### src/rtl/cps_angle_scheduler.sv
// Carrier phase-shift scheduler for a three-module CSPWM leg.
// Computes the carrier initial angles for modules A/B/C, spreading the active
// modules evenly over one carrier period and rotating slot ownership. Each new
// angle set is built in shadow registers and committed atomically on a Syn
// rising edge.
`timescale 1ns/1ps

module cps_angle_scheduler (
    input  logic        clk_20M,
    input  logic        reset_n,
    input  logic        start,
    input  logic        Syn,
    input  logic [15:0] Frequency,
    input  logic [2:0]  bypass,
    input  logic [7:0]  rot_periods,
    output logic [15:0] Angle_initialA,
    output logic [15:0] Angle_initialB,
    output logic [15:0] Angle_initialC,
    output logic [1:0]  active_cnt,
    output logic        update,
    output logic        busy,
    output logic        fault
);

    typedef enum logic [2:0] {
        S_IDLE,
        S_LATCH,
        S_DIVIDE,
        S_ASSIGN,
        S_WAIT_SYN
    } state_t;

    state_t      r_state;
    state_t      w_state_nxt;

    logic        r_syn_d;
    logic        r_start_d;
    logic        w_syn_edge;
    logic        w_start_rise;
    logic        w_change;
    logic        w_rot_due;
    logic        w_trigger;
    logic        w_commit;

    logic [15:0] r_freq_lat;
    logic [2:0]  r_byp_lat;
    logic [1:0]  r_n;
    logic [1:0]  w_n_new;

    logic        r_pending;
    logic [7:0]  r_rot_cnt;
    logic [1:0]  r_rot;
    logic [1:0]  r_rot_lat;

    logic [16:0] r_quo;
    logic [1:0]  r_rem;
    logic [4:0]  r_div_cnt;
    logic [2:0]  w_rem_sh;
    logic [1:0]  w_rem_sub;
    logic        w_ge;

    logic [1:0]  r_asg_idx;
    logic [16:0] r_acc;
    logic [1:0]  r_slot;
    logic [16:0] w_step;
    logic [16:0] w_acc_init;
    logic [16:0] w_acc_cur;
    logic [1:0]  w_slot_cur;
    logic        w_act;
    logic        w_slot_wrap;
    logic [15:0] w_val;

    logic [15:0] r_sh_a;
    logic [15:0] r_sh_b;
    logic [15:0] r_sh_c;
    logic [1:0]  r_sh_n;
    logic        r_sh_fault;

    // Trigger sources: start edge, input change against the latched copy, rotation.
    assign w_syn_edge   = Syn & ~r_syn_d;
    assign w_start_rise = start & ~r_start_d;
    // LATCH is capturing the live inputs this cycle, so a mismatch there is not a change.
    assign w_change     = start && (r_state != S_LATCH) &&
                          ((bypass != r_byp_lat) || (Frequency != r_freq_lat));
    assign w_rot_due    = start && (rot_periods != 8'd0) && w_syn_edge &&
                          (({1'b0, r_rot_cnt} + 9'd1) >= {1'b0, rot_periods});
    assign w_trigger    = w_start_rise | w_change | w_rot_due;

    // Number of active modules is the popcount of the inverted bypass mask.
    assign w_n_new = {1'b0, ~bypass[0]} + {1'b0, ~bypass[1]} + {1'b0, ~bypass[2]};

    // One restoring-division step: shift in the next dividend bit, subtract if it fits.
    assign w_rem_sh  = {r_rem, r_quo[16]};
    assign w_ge      = (w_rem_sh >= {1'b0, r_n});
    assign w_rem_sub = w_rem_sh[1:0] - r_n;

    // Slot arithmetic for the module handled in the current ASSIGN cycle.
    always_comb begin
        w_step      = (r_n == 2'd0) ? 17'd0 : r_quo;
        w_acc_init  = 17'd0;
        w_acc_cur   = r_acc;
        w_slot_cur  = r_slot;
        w_act       = 1'b0;
        w_slot_wrap = 1'b0;
        w_val       = 16'd0;
        // Starting offset r*step, with r at most 2, built from additions only.
        case (r_rot_lat)
            2'd1:    w_acc_init = w_step;
            2'd2:    w_acc_init = w_step + w_step;
            default: w_acc_init = 17'd0;
        endcase
        if (r_asg_idx == 2'd0) begin
            w_acc_cur  = w_acc_init;
            w_slot_cur = r_rot_lat;
        end
        case (r_asg_idx)
            2'd0:    w_act = ~r_byp_lat[0];
            2'd1:    w_act = ~r_byp_lat[1];
            default: w_act = ~r_byp_lat[2];
        endcase
        w_slot_wrap = (({1'b0, w_slot_cur} + 3'd1) >= {1'b0, r_n});
        if (w_act) begin
            w_val = w_acc_cur[15:0];
        end
    end

    // State register.
    always_ff @(posedge clk_20M or negedge reset_n) begin
        if (!reset_n) begin
            r_state <= S_IDLE;
        end else begin
            r_state <= w_state_nxt;
        end
    end

    // Next-state logic, busy flag and commit strobe.
    always_comb begin
        w_state_nxt = r_state;
        w_commit    = 1'b0;
        busy        = 1'b0;
        case (r_state)
            S_IDLE: begin
                if (w_trigger || r_pending) begin
                    w_state_nxt = S_LATCH;
                end
            end
            S_LATCH: begin
                busy        = 1'b1;
                w_state_nxt = S_DIVIDE;
            end
            S_DIVIDE: begin
                busy = 1'b1;
                if (r_div_cnt == 5'd16) begin
                    w_state_nxt = S_ASSIGN;
                end
            end
            S_ASSIGN: begin
                busy = 1'b1;
                if (r_asg_idx == 2'd2) begin
                    w_state_nxt = S_WAIT_SYN;
                end
            end
            S_WAIT_SYN: begin
                if (w_syn_edge) begin
                    w_commit    = 1'b1;
                    w_state_nxt = (w_trigger || r_pending) ? S_LATCH : S_IDLE;
                end
            end
            default: begin
                w_state_nxt = S_IDLE;
            end
        endcase
        if (!start) begin
            w_state_nxt = S_IDLE;
            w_commit    = 1'b0;
        end
    end

    // Delayed copies of Syn and start for edge detection.
    always_ff @(posedge clk_20M or negedge reset_n) begin
        if (!reset_n) begin
            r_syn_d   <= 1'b0;
            r_start_d <= 1'b0;
        end else begin
            r_syn_d   <= Syn;
            r_start_d <= start;
        end
    end

    // Pending request: remembers triggers that arrive while a set is in flight.
    always_ff @(posedge clk_20M or negedge reset_n) begin
        if (!reset_n) begin
            r_pending <= 1'b0;
        end else if (!start) begin
            r_pending <= 1'b0;
        end else if (w_state_nxt == S_LATCH) begin
            r_pending <= 1'b0;
        end else if (w_trigger && (r_state != S_IDLE)) begin
            r_pending <= 1'b1;
        end
    end

    // Rotation: count Syn edges and advance the slot offset r modulo n.
    always_ff @(posedge clk_20M or negedge reset_n) begin
        if (!reset_n) begin
            r_rot_cnt <= 8'd0;
            r_rot     <= 2'd0;
        end else if (!start) begin
            r_rot_cnt <= 8'd0;
            r_rot     <= 2'd0;
        end else begin
            if (rot_periods == 8'd0) begin
                r_rot_cnt <= 8'd0;
            end else if (w_syn_edge) begin
                r_rot_cnt <= w_rot_due ? 8'd0 : r_rot_cnt + 8'd1;
            end
            if ((r_state == S_LATCH) && (w_n_new != r_n)) begin
                r_rot <= 2'd0;
            end else if (w_rot_due) begin
                r_rot <= (({1'b0, r_rot} + 3'd1) >= {1'b0, r_n}) ? 2'd0 : r_rot + 2'd1;
            end
        end
    end

    // Shadow datapath: latch inputs, divide P by n, then build the three angles.
    always_ff @(posedge clk_20M or negedge reset_n) begin
        if (!reset_n) begin
            r_freq_lat <= 16'd0;
            r_byp_lat  <= 3'd0;
            r_n        <= 2'd0;
            r_rot_lat  <= 2'd0;
            r_quo      <= 17'd0;
            r_rem      <= 2'd0;
            r_div_cnt  <= 5'd0;
            r_asg_idx  <= 2'd0;
            r_acc      <= 17'd0;
            r_slot     <= 2'd0;
            r_sh_a     <= 16'd0;
            r_sh_b     <= 16'd0;
            r_sh_c     <= 16'd0;
            r_sh_n     <= 2'd0;
            r_sh_fault <= 1'b0;
        end else begin
            case (r_state)
                S_LATCH: begin
                    r_freq_lat <= Frequency;
                    r_byp_lat  <= bypass;
                    r_n        <= w_n_new;
                    r_rot_lat  <= (w_n_new != r_n) ? 2'd0 : r_rot;
                    r_quo      <= {Frequency, 1'b0};
                    r_rem      <= 2'd0;
                    r_div_cnt  <= 5'd0;
                    r_asg_idx  <= 2'd0;
                end
                S_DIVIDE: begin
                    r_rem     <= w_ge ? w_rem_sub : w_rem_sh[1:0];
                    r_quo     <= {r_quo[15:0], w_ge};
                    r_div_cnt <= r_div_cnt + 5'd1;
                end
                S_ASSIGN: begin
                    r_asg_idx <= r_asg_idx + 2'd1;
                    if (r_asg_idx == 2'd0) begin
                        r_sh_n     <= r_n;
                        r_sh_fault <= (r_n == 2'd0) || (r_freq_lat == 16'd0);
                    end
                    case (r_asg_idx)
                        2'd0:    r_sh_a <= w_val;
                        2'd1:    r_sh_b <= w_val;
                        default: r_sh_c <= w_val;
                    endcase
                    if (!w_act) begin
                        r_acc  <= w_acc_cur;
                        r_slot <= w_slot_cur;
                    end else if (w_slot_wrap) begin
                        r_acc  <= 17'd0;
                        r_slot <= 2'd0;
                    end else begin
                        r_acc  <= w_acc_cur + w_step;
                        r_slot <= w_slot_cur + 2'd1;
                    end
                end
                default: begin
                end
            endcase
        end
    end

    // Commit: copy the shadow set to the outputs in one step and pulse update.
    always_ff @(posedge clk_20M or negedge reset_n) begin
        if (!reset_n) begin
            Angle_initialA <= 16'd0;
            Angle_initialB <= 16'd0;
            Angle_initialC <= 16'd0;
            active_cnt     <= 2'd0;
            fault          <= 1'b0;
            update         <= 1'b0;
        end else begin
            update <= w_commit;
            if (w_commit) begin
                Angle_initialA <= r_sh_a;
                Angle_initialB <= r_sh_b;
                Angle_initialC <= r_sh_c;
                active_cnt     <= r_sh_n;
                fault          <= r_sh_fault;
            end
        end
    end

endmodule

### config.mk
export PLATFORM = sky130hd
export DESIGN_NAME = cps_angle_scheduler
export DESIGN_NICKNAME = d
export VERILOG_FILES = /design/src/rtl/cps_angle_scheduler.sv
export SDC_FILE = /design/constraint.sdc
export NUM_CORES = 1
export LEC_CHECK = 0
export CAP_MARGIN = 20
export CELL_PAD_IN_SITES_DETAIL_PLACEMENT = 1
export CELL_PAD_IN_SITES_GLOBAL_PLACEMENT = 2
export CORE_MARGIN = 3
export CORE_UTILIZATION = 37
export CTS_BUF_LIST = sky130_fd_sc_hd__clkbuf_2
export DETAILED_ROUTE_END_ITERATION = 16
export HOLD_SLACK_MARGIN = 0.05
export PLACE_DENSITY = 0.79
export SLEW_MARGIN = 20
export SYNTH_ARGS = -nofsm -noshare
export SYNTH_HDL_FRONTEND = slang
export SYNTH_SLANG_ARGS = --single-unit
### constraint.sdc
create_clock -name clk_20M -period 4.7 [get_ports clk_20M]
set_input_delay 0.94 -clock clk_20M [delete_from_list [all_inputs] [get_ports clk_20M]]
set_output_delay 0.94 -clock clk_20M [all_outputs]
set_load 0.01 [all_outputs]
## Word-level counts from Yosys, hierarchy flattened

Cells that the tools add are included.

- Order comparisons: 4
- Eq/ne operators: 17
- Add/subtract/negate cells: 13
- Reductions and logical operators: 24
- Bitwise logic cells: 13
- Mux-type cells: 38

Operators with widths:

| kind | number |
|---|---|
| 2-to-1 mux 17 bit | 4 |
| case mux 17 bit (2 select lines) | 2 |
| adder 17 bit | 2 |
| 2-to-1 mux 8 bit | 4 |
| 2-to-1 mux 2 bit | 9 |
| zero test 16 bit | 1 |
| 2-to-1 mux 16 bit | 1 |
| != test 16 bit | 1 |
| 2-to-1 mux 3 bit | 5 |
| case mux 3 bit (5 select lines) | 1 |
| != test 3 x 1 -> 1 bit (second input constant) | 4 |
| case mux 5 bit (2 select lines) | 1 |
| adder 8 x 1 -> 9 bit (second input constant) | 1 |
| >= comparator 3 x 2 -> 1 bit | 3 |
| >= comparator 9 x 8 -> 1 bit | 1 |
| inverter 1 bit | 9 |
| adder 8 x 1 -> 8 bit (second input constant) | 1 |
| zero test 8 bit | 1 |
| 2-to-1 mux 1 bit | 8 |
| case mux 2 bit (2 select lines) | 2 |
| nonzero test 8 bit | 1 |
| logical AND 1 bit | 7 |
| adder 2 x 1 -> 2 bit (second input constant) | 3 |
| adder 2 x 1 -> 3 bit (second input constant) | 2 |
| other kinds (23) | 35 |

- Output and inout port bits: 53
- Bits of input ports: 31
- Logic and storage cells: 136
- Flip-flop bits (word level): 187

## Longest topological paths before layout

- Depth after elaboration: 13
- Mapped depth: 18
- Depth with buffers taken out: 15

## Worst setup path before layout

Ideal clock, no wire load.

- Path type: register to register
- Start: register r_asg_idx[0]
- End: register r_acc[14]
- Period minus slack after synthesis: 3,646 ps
- Cell stages (with the launch flop): 19
- Arrival time: 3,561 ps
- Library setup time: 86 ps
- Buffers on the path: 3
- Required time: 4,614 ps
- Path slack: 1,054 ps
- Path through: dfrtp_1 -> inv_1 -> ha_1 -> clkbuf_1 -> nor2b_1 -> and2_1 -> clkbuf_1 -> buf_2 -> nand2_1 -> o221ai_1 -> inv_1 -> fa_1 -> nand2b_1 -> a21oi_1 -> o31ai_1 -> a21oi_1 -> nor3_1 -> or4b_1 -> a32oi_1

- Word-level cells in the longest chain between the ends: 6
- Elaborated cells between the ends (all ways): 10
- Those cells by class: 2 x add/sub; 1 x order compare; 1 x eq/ne; 5 x mux; 1 x reduce/logical

RTL lines:

| element | RTL line | RTL |
|---|---|---|
| start, declared | 62 | `logic [1:0] r_asg_idx;` |
| start signal, assigned | 261 | `r_asg_idx <= r_asg_idx + 2'd1;` |
| branches (longest 5 deep; another with adder 17 bit) | n/a |  |
| 2-to-1 mux 17 bit (*) | 271 | `if (!w_act) begin` |
| end signal, assigned | 272 | `r_acc <= w_acc_cur;` |
| end signal, assigned | 278 | `r_acc <= w_acc_cur + w_step;` |
| end, declared | 63 | `logic [16:0] r_acc;` |

Every way passes the cells marked *.
A chain may end at the register's enable or synchronous reset.

## Final worst setup path

- Start: register r_rot_lat[0]
- End: register r_acc[14]

- Word-level cells in the longest chain between the ends: 6
- Elaborated cells between the ends (all ways): 10
- Those cells by class: 2 x add/sub; 1 x order compare; 2 x eq/ne; 5 x mux

RTL lines:

| element | RTL line | RTL |
|---|---|---|
| start, declared | 53 | `logic [1:0] r_rot_lat;` |
| start signal, assigned | 249 | `r_rot_lat <= (w_n_new != r_n) ? 2'd0 : r_rot;` |
| equality test 2 bit / equality test 2 x 1 -> 1 bit (equally long branches) | 107 | `case (r_rot_lat)` |
| case mux 17 bit (2 select lines) | 107 |  |
| 2-to-1 mux 17 bit | 112 | `if (r_asg_idx == 2'd0) begin` |
| adder 17 bit | 278 |  |
| 2-to-1 mux 17 bit | 274 | `end else if (w_slot_wrap) begin` |
| 2-to-1 mux 17 bit (*) | 271 |  |

Mark *: on every way between the ends. The rest lies on a longest branch, timed or not.

==> impl_results.md <==
* Yosys warning count at 0
* Routed via count at 7425
* Asr flop ratio synth at 100.0%
* Synth Instances at 1035
* RSZ-0062 raised after global routing: false
* Critical Path RT at 5.41 ns
* Hold_buf cts at 0
* Cell family with most CP delay: simple AND/OR/NAND/NOR gates
* Die W at 164.1 um
* P&R area growth vs syn at 15.38%
* Total power at 0.004130 W
* Leak pwr at 5.100 nW
* GRT overflow at 0
* Via/cell ratio at 5.163
* Slew Limit Headroom at 29.66%
* Mapped Nets at 1107
* Area leader, netlist: dfrtp_1
* TritonCTS Buffers at 17
* Layout cell share with drive strength beyond 1 at 5.211%
* Clk_lat worst skew at 0.79 ns
* Number of synthesized flops with an enable pin at 0
* CTS max path bufs at 2
* Global placement routability congestion at 0.8003
* Post-Route Setup TNS at 0 ns
* Initial antenna violation count at 1
* Most frequent cell after synthesis: nand2_1
* Largest net degree at the start of global routing at 91
* Crit path max-delay cell type: and2_1
* First-pass GRT wire length at 41570 um
* Slew of the pin with the lowest slew margin at 1.055 ns
* Synth top cells by count: nand2_1, dfrtp_1, o21ai_0
* Final #Nets at 1173
* Ranking of synthesized cells by area: dfrtp_1, nand2_1, ha_1, o21ai_0, a22oi_1
* Outcome: finished clean
* Clk sinks at 186
* Critical path class: reg2reg
* WHS at 0.1463 ns
* Post-DP HPWL at 17720 um
* Share of the synthesized area in the top cell type at 50.36%
* Syn Area/Cell at 8.930 um^2
* Fmax at 245.4 MHz
* Core ar. at 24460 um^2
* Gr usage total at 19.52%
* Clock-pin slew on the worst setup and hold paths at 0.31 ns
* CP peak stage delay at 0.57 ns
* Synth Cell Area at 9243 um^2
* Worst vdd rail ir drop at 0.0002023 V
* Non-Filler Instances at 1438
* Worst Skew at 0.04825 ns
* Max-slew violation count at 0
* Vias in the first global route at 7704
* Synth Flop Type: dfrtp_1
* Setup crit end kind: flop
* CTS tree: done
* IO Pins at 84
* Std-Cell Rows at 57
* H-tree depth at 4
* Setup violators final at 0
* Sequential fraction of the synthesis area at 50.36%
* Final min period at 4.076 ns
* DIE AREA at 26910 um^2
* Maxcap violations at 0
* CP Cell Sequence: inv_1 > ha_1 > nor2b_1 > and2_1 > nand2_1 > o221ai_1 > inv_1 > fa_1 > nand2b_1 > a21oi_1 > o31ai_1 > a21oi_1 > nor3_1 > or4b_1 > a32oi_1
* Die Y at 164.1 um
* CTS root buf: clkbuf_2
* Fin crit share at 86.71%
* Register bit total from synthesis at 186
* Critical path buffer and inverter count at 2
* Number of port buffers at 83
* Yosys cell types at 60
* Placed Instances at 1406
* WL per Instance at 17.30 um
* Initial Util at 37.78%
* Worst endpoint data arrival time at 4.79 ns
* First-pass DRT Iterations at 4
* Hold Fails Final Rpt at 0
* CP Max Fanout at 15
* Power per cell area at 387.3 nW/um^2
* Cts repair resizes at 0
* Drt initial violations at 383
* Final wirelength at 24880 um
* Crit start category: flop
* # DRC at 0
* Worst hold-check path type: in2async
* ANT nets after route at 0
* Setup bufs post-CTS at 0
-- sequential cells by signal, summed over array words and instances, names as in the netlist, 3 cells and up --
signal and cells:
r_sh_a 16, r_acc 16, Angle_initialC 16, r_div_cnt 5, r_sh_c 16, r_freq_lat 16
r_quo 17, Angle_initialB 16, r_sh_b 16, r_byp_lat 3, r_state 3, Angle_initialA 16
r_rot_cnt 8
-- placed cells by master (no fill, tap or decap), types with 3 or more instances in the layout --
master	n
mux2_2	3
nand3_1	9
o221ai_1	3
clkinvlp_4	4
o21ai_0	91
buf_4	13
nand2b_1	16
a22oi_1	32
o211ai_1	3
a221oi_1	7
and2_1	17
nor2_1	24
nor2b_1	7
xnor2_1	14
dfrtp_1	186
clkbuf_2	17
or3_1	4
nor4_1	10
o21ai_1	4
xor2_1	22
o31ai_1	3
inv_6	3
nor3_1	3
o22ai_1	3
inv_8	4
ha_1	37
inv_1	40
a21oi_1	27
a22o_1	9
a211oi_1	6
a32oi_1	3
a21o_1	7
nand4_1	10
fa_1	4
nand2_1	346
clkdlybuf4s50_1	82
-- per-stage QoR --
stage,util [%],instance area [um^2],setup WS (ns)
final,43.59,10660,0.6245
after global routing,43.59,10660,0.3406
after CTS,43.58,10660,0.6738
after detailed placement,42.60,10420,0.7563
after floorplan,-,9243,1.054
after global placement,42.60,10420,0.8860
-- path summary, 6_finish.rpt --
check                              from  slack (ns)                  to  cells past startpoint
setup / recovery           r_rot_lat[0]        0.62           r_acc[14]                     15
max in group asynchronous       reset_n        3.55  Angle_initialA[11]                      2
min in group clk_20M          r_sh_b[5]        0.46   Angle_initialB[5]                      2
hold / removal                  reset_n        0.15   Angle_initialA[2]                      1
setup reg to reg           r_rot_lat[0]        0.62           r_acc[14]                     15
hold reg to reg               r_sh_b[5]        0.46   Angle_initialB[5]                      2
-- cells by family after synthesis --
group | Yosys count | synth area share, %
xor+xnor | 36 | 3.411
fa+ha+maj | 41 | 5.875
buf+inv | 90 | 3.668
compound gates | 220 | 15.19
flops | 186 | 50.36
mux | 4 | 0.4738
simple gates | 458 | 21.02
-- final cells by class --
type,count,area [um^2]
antenna,1,2.502
clock buffer,17,85.08
clock inverter,14,156.4
fill,2869,13800
inverter,41,153.9
multi-input combinational,759,4274
sequential,186,4654
tap,324,405.4
timing repair buffer,96,932.1
-- power breakdown --
group / internal [W] / leakage, nW / switching, W
clock: 0.000214 / 0.134 / 0.000645
combinational: 0.000442 / 2.46 / 0.000759
sequential: 0.00185 / 2.50 / 0.000223
total: 0.00250 / 5.10 / 0.00163
-- routing by layer --
metal,GRT usage (%),routed length (um)
met1,27.23,12220
met2,32.51,11730
met3,2.774,675
met4,4.152,254
met5,0,0
Note: power is estimated with default switching activity, not from simulation.
